`src/rtl/nibble_serial_add_ctrl_if.sv`:
```
`default_nettype none
// ============================================================================
//  Module      : nibble_serial_add_ctrl_if
//  Description : Request/result bundle for the nibble-serial 16-bit adder.
//                The sub signal exists only when ADD_SUB_EN is defined.
//  Revision    : 1.0  initial release
// ============================================================================
interface nibble_serial_add_ctrl_if;
  logic        start;
  logic [15:0] a;
  logic [15:0] b;
  logic        cin;
`ifdef ADD_SUB_EN
  logic        sub;
`endif
  logic        busy;
  logic        done;
  logic [15:0] sum;
  logic        cout;
  logic        ovf;

`ifdef ADD_SUB_EN
  modport master (output start, a, b, cin, sub, input busy, done, sum, cout, ovf);
  modport slave  (input  start, a, b, cin, sub, output busy, done, sum, cout, ovf);
`else
  modport master (output start, a, b, cin, input busy, done, sum, cout, ovf);
  modport slave  (input  start, a, b, cin, output busy, done, sum, cout, ovf);
`endif
endinterface
`default_nettype wire

```
`src/rtl/nibble_serial_add_ctrl.sv`:
```
`default_nettype none
// ============================================================================
//  Module      : nibble_serial_add_ctrl
//  Description : 16-bit adder built from one 4-bit ripple slice reused over
//                four cycles (IDLE -> RUN x4 -> DONE). Optional subtract
//                support is compiled in with the ADD_SUB_EN macro.
//  Revision    : 1.0  initial release
// ============================================================================
module nibble_serial_add_ctrl (
  input  wire logic               clk,
  input  wire logic               rst,
  nibble_serial_add_ctrl_if.slave bus
);

  typedef enum logic [1:0] {
    S_IDLE = 2'd0,
    S_RUN  = 2'd1,
    S_DONE = 2'd2
  } state_t;

  state_t      state_q, state_d;
  logic [15:0] a_q, a_d;
  logic [15:0] b_q, b_d;       // operand B already inverted for subtract
  logic [15:0] sum_q, sum_d;
  logic        carry_q, carry_d;
  logic [1:0]  idx_q, idx_d;
  logic        cout_q, cout_d;
  logic        ovf_q, ovf_d;

  logic [15:0] b_eff;
  logic        cin_eff;
  logic [3:0]  a_nib, b_nib, s_nib;
  logic        c_nib;
  logic [3:0]  nib_base;

  // Effective operand B and carry-in as captured on an accepting edge
  always_comb begin
`ifdef ADD_SUB_EN
    b_eff   = bus.sub ? ~bus.b : bus.b;
    cin_eff = bus.sub ? 1'b1   : bus.cin;
`else
    b_eff   = bus.b;
    cin_eff = bus.cin;
`endif
  end

  // The single 4-bit ripple slice, fed by the nibble selected by idx
  assign nib_base         = {idx_q, 2'b00};
  assign a_nib            = a_q[nib_base +: 4];
  assign b_nib            = b_q[nib_base +: 4];
  assign {c_nib, s_nib}   = {1'b0, a_nib} + {1'b0, b_nib} + {4'b0000, carry_q};

  // Next-state and datapath update; everything holds unless changed below
  always_comb begin
    state_d = state_q;
    a_d     = a_q;
    b_d     = b_q;
    sum_d   = sum_q;
    carry_d = carry_q;
    idx_d   = idx_q;
    cout_d  = cout_q;
    ovf_d   = ovf_q;
    case (state_q)
      S_IDLE: begin
        if (bus.start) begin
          a_d     = bus.a;
          b_d     = b_eff;
          carry_d = cin_eff;
          idx_d   = 2'd0;
          sum_d   = 16'h0000;
          state_d = S_RUN;
        end
      end
      S_RUN: begin
        sum_d[nib_base +: 4] = s_nib;
        carry_d              = c_nib;
        idx_d                = idx_q + 2'd1;
        if (idx_q == 2'd3) begin
          cout_d  = c_nib;
          // carry into bit 15 recovered from the top bit's sum equation
          ovf_d   = (a_nib[3] ^ b_nib[3] ^ s_nib[3]) ^ c_nib;
          state_d = S_DONE;
        end
      end
      S_DONE: begin
        state_d = S_IDLE;
      end
      default: begin
        state_d = S_IDLE;
      end
    endcase
  end

  // State and datapath registers with synchronous reset
  always_ff @(posedge clk) begin
    if (rst) begin
      state_q <= S_IDLE;
      a_q     <= 16'h0000;
      b_q     <= 16'h0000;
      sum_q   <= 16'h0000;
      carry_q <= 1'b0;
      idx_q   <= 2'd0;
      cout_q  <= 1'b0;
      ovf_q   <= 1'b0;
    end else begin
      state_q <= state_d;
      a_q     <= a_d;
      b_q     <= b_d;
      sum_q   <= sum_d;
      carry_q <= carry_d;
      idx_q   <= idx_d;
      cout_q  <= cout_d;
      ovf_q   <= ovf_d;
    end
  end

  assign bus.busy = (state_q == S_RUN);
  assign bus.done = (state_q == S_DONE);
  assign bus.sum  = sum_q;
  assign bus.cout = cout_q;
  assign bus.ovf  = ovf_q;

endmodule
`default_nettype wire
```
`src/flat_wrapper.sv`:
```
// flat-port wrapper written by rule: the top's interface ports become plain ports
module nibble_serial_add_ctrl_flat 
  (clk, rst, bus_start, bus_a, bus_b, bus_cin, bus_busy, bus_done, bus_sum, bus_cout, bus_ovf);
  nibble_serial_add_ctrl_if bus_i ();
  input  wire logic clk;
  input  wire logic rst;
  input wire logic [$bits(bus_i.start)-1:0] bus_start;
  input wire logic [$bits(bus_i.a)-1:0] bus_a;
  input wire logic [$bits(bus_i.b)-1:0] bus_b;
  input wire logic [$bits(bus_i.cin)-1:0] bus_cin;
  output wire logic [$bits(bus_i.busy)-1:0] bus_busy;
  output wire logic [$bits(bus_i.done)-1:0] bus_done;
  output wire logic [$bits(bus_i.sum)-1:0] bus_sum;
  output wire logic [$bits(bus_i.cout)-1:0] bus_cout;
  output wire logic [$bits(bus_i.ovf)-1:0] bus_ovf;
  assign bus_i.start = bus_start;
  assign bus_i.a = bus_a;
  assign bus_i.b = bus_b;
  assign bus_i.cin = bus_cin;
  assign bus_busy = bus_i.busy;
  assign bus_done = bus_i.done;
  assign bus_sum = bus_i.sum;
  assign bus_cout = bus_i.cout;
  assign bus_ovf = bus_i.ovf;
  nibble_serial_add_ctrl u_core (.clk(clk), .rst(rst), .bus(bus_i));
endmodule
```
`config.mk`:
```
export PLATFORM = sky130hd
export DESIGN_NAME = nibble_serial_add_ctrl_flat
export DESIGN_NICKNAME = d
export VERILOG_FILES = /design/src/rtl/nibble_serial_add_ctrl_if.sv /design/src/rtl/nibble_serial_add_ctrl.sv /design/src/flat_wrapper.sv
export SDC_FILE = /design/constraint.sdc
export NUM_CORES = 1
export LEC_CHECK = 0
export BUFFER_PORTS_ARGS = -buffer_cell sky130_fd_sc_hd__buf_4
export CAP_MARGIN = 20
export CORE_MARGIN = 10
export CORE_UTILIZATION = 50
export CTS_CLUSTER_DIAMETER = 200
export DETAILED_ROUTE_END_ITERATION = 16
export GPL_ROUTABILITY_DRIVEN = 1
export PLACE_DENSITY = 0.77
export SLEW_MARGIN = 5
export SYNTH_ARGS = -nofsm -noshare
export SYNTH_HDL_FRONTEND = slang
export SYNTH_SLANG_ARGS = --single-unit
```
`constraint.sdc`:
```
create_clock -name clk -period 2.7 [get_ports clk]
set_input_delay 0 -clock clk [delete_from_list [all_inputs] [get_ports clk]]
set_output_delay 0 -clock clk [all_outputs]
set_load 0.02 [all_outputs]
```
==> flow_summary.yaml <==
status:
  status: "completed"
cts:
  post-cts-setup-buffer-count: 0
  h-tree-depth: 2
  clock-sinks: 55
  worstSkewPairLatency_ns: 0.30
  clock_path_buffers: 2
  cts_root_buf: "clkbuf_8"
  cts.hold.buffers_added: 32
  cts_buffers: 5
  tritoncts: "built"
  cts_resized: 0
  path_clk_slew_ns: 0.10
placement:
  io_buffer_count: 55
  post-dp-hpwl_um: 4212
  detailedPlace.worstSlack_ns: 0.1751
  globalplace.congestion: 0.8532
synthesis:
  ys.flop_type: "dfxtp_1"
  synthSimpleGateAreaFrac_pct: 21.19
  synth-seq-cells: 55
  avgSynthCellArea_um2: 8.962
  synth_top_family_by_area: "simple AND/OR/NAND/NOR gates"
  synth-seq-area-share_pct: 44.51
  syn_inst: 276
  synth_compound_area_share_pct: 15.68
  yosys.area_share.xor_xnor_pct: 0.7081
  synth_fp_nets: 321
  synthMuxAreaShare_pct: 7.284
  ys_warn_count: 0
  synth_edf_count: 0
  syn-cell-area_um2: 2474
  synth.distinct_cells: 37
  synth_fa_ha_area_share_pct: 5.159
  synth-async-reset-ratio_pct: 0
timing:
  finClkSkew_ns: 0.007294
  slew_viol_final: 0
  finalHoldViolations: 0
  setup_ws_ns: 0.1384
  hold_ws_ns: 0.1296
  period_share_pct: 94.87
  tightest_slew_ns: 0.6865
  fin_setup_tns_ns: 0
  fmax_ghz: 0.3904
  slew_headroom_pct: 54.12
  setup_viol: 0
  rsz0062_at_grt: "no"
  post-route-min-period_ns: 2.562
grt:
  grt_pass1_vias: 2220
  grt_pass1_wl_um: 10250
  antenna_found_initial: 0
  grt_usage_pct: 14.63
  grt_remaining_overflow: 0
  grt_max_degree: 56
critical_path:
  required_ns: 2.91
  cp.arrival_ns: 2.77
  startpoint_type: "flip-flop"
  critPathMaxFanout: 9
  endpoint_kind: "flip-flop"
  path_class: "reg2reg"
  r2r_cells: 9
route:
  vias: 2217
  drcViolationCount: 0
  wirelength_um: 6065
  post_drt_wl_per_cell_um: 14.27
  drt.antenna.violating_nets: 0
  avgViaCountPerCell: 5.216
  drtIter0Drc: 119
  drtPass1Iterations: 4
power_and_ir_drop:
  seq_power_share_pct: 53.0
  power_switching_mw: 0.4365
  ir_drop_v: 0.0003031
  leakage_nw: 1.361
  internal_power_mw: 1.202
  power_density_nw_per_um2: 493.2
  power.total_mw: 1.639
  swShare_pct: 26.63
  p_comb_share_pct: 18.1
  pwr-share-clk_pct: 28.9
job:
  max-cap-violations: 0
cells_and_area:
  utilization_pct: 69.89
  area_growth_pct: 34.35
  regArea_um2: 1101
  drive_above_1_share_pct: 22.91
  nFillCells: 391
  fin_nets: 403
  multiInputGateArea_um2: 1237
  n_antenna_cell: 0
die:
  std_cell_rows: 25
  die_w_um: 90.34
  dieArea_um2: 8160
  initial_core_util_pct: 52.03
  coreArea_um2: 4755
  io_pins: 56
  die_h_um: 90.34
min_path:
  worstHoldPathCells: 4
  min_path_type: "in2reg"
[registers in the layout (all words and copies together), names as in the netlist]
register / cells
u_core.a_q: 16
u_core.state_q: 2
u_core.bus.sum: 16
u_core.b_q: 16
u_core.idx_q: 2
u_core.bus.cout: 1
u_core.carry_q: 1
u_core.bus.ovf: 1
[synth_stat cells (2+ instances only)]
library cell	instances	area, µm²
a22oi_1	12	90.09
fa_1	2	40.04
buf_2	3	15.01
ha_1	7	87.58
clkbuf_1	7	26.28
o21ai_0	2	10.01
a21o_1	4	30.03
nand2b_1	2	12.51
mux4_2	8	180.2
a32oi_1	4	35.03
buf_6	5	56.30
xnor2_1	2	17.52
nor2_1	27	101.4
inv_1	6	22.52
nand2_1	72	270.3
dfxtp_1	55	1101
a21oi_1	38	190.2
[layer usage]
layer  share of wire [%]  global-route usage (%)  up-vias
met1                  43                   16.86     1052
met4                0.87                   2.918        0
met5                   0                       0        -
li1                    -                       -     1103
met2                  51                   25.67       54
met3                 5.2                   4.988        8
[cells in the final DEF (no fill, tap or decap), drive strengths merged, types with 6 or more instances in the layout]
| master | n |
|---|---|
| dfxtp | 55 |
| dlygate4sd3 | 32 |
| buf | 60 |
| a21oi | 38 |
| clkbuf | 6 |
| inv | 7 |
| mux4 | 8 |
| a22oi | 12 |
| nand2 | 72 |
| nor2 | 28 |
| ha | 7 |
[cells by family after synthesis]
kind of cell	count (synthesis)
buf+inv	24
mux	8
simple gates	114
flops	55
compound gates	64
xor+xnor	2
fa+ha+maj	9
[power groups by stage]
stage,registers [mW],clock network (mW),logic [mW]
final,0.869,0.474,0.296
after global routing,0.874,0.506,0.329
after CTS,0.869,0.476,0.296
after detailed placement,0.888,0,0.259
after global placement,0.887,0,0.254
after floorplan,0.882,0,0.178
[cell type report]
class	instances	area share (%)
multi-input combinational	197	37.24
sequential	55	33.13
timing repair buffer	92	23.57
tap	67	2.523
clock buffer	6	2.485
inverter	7	0.7907
clock inverter	1	0.2636
[final timing paths]
check             slack, ns                           end                         start
hold reg to reg        0.46   u_core.a_q[14]$_SDFFE_PP0P_   u_core.a_q[14]$_SDFFE_PP0P_
setup reg to reg       0.14   u_core.bus.ovf$_SDFFE_PP0P_  u_core.idx_q[0]$_SDFFE_PP0P_
setup / recovery       0.14   u_core.bus.ovf$_SDFFE_PP0P_  u_core.idx_q[0]$_SDFFE_PP0P_
hold / removal         0.13  u_core.idx_q[0]$_SDFFE_PP0P_                     bus_start
[critical path: stages, from the launching register on]
cell      delay [ns]
dfxtp_1         0.43
buf_12          0.17
mux4_2          0.52
fa_1            0.42
inv_1           0.08
fa_1            0.19
nand2b_1        0.11
a21oi_1         0.10
xnor2_1         0.15
a311oi_1        0.29
[through the flow]
stage | std cells | instance area (µm²)
final | 425 | 3323
after global routing | 425 | 3323
after CTS | 425 | 3323
after detailed placement | 386 | 2912
after global placement | 386 | 2912
after floorplan | 276 | 2474
(Power assumes the default switching activity.)
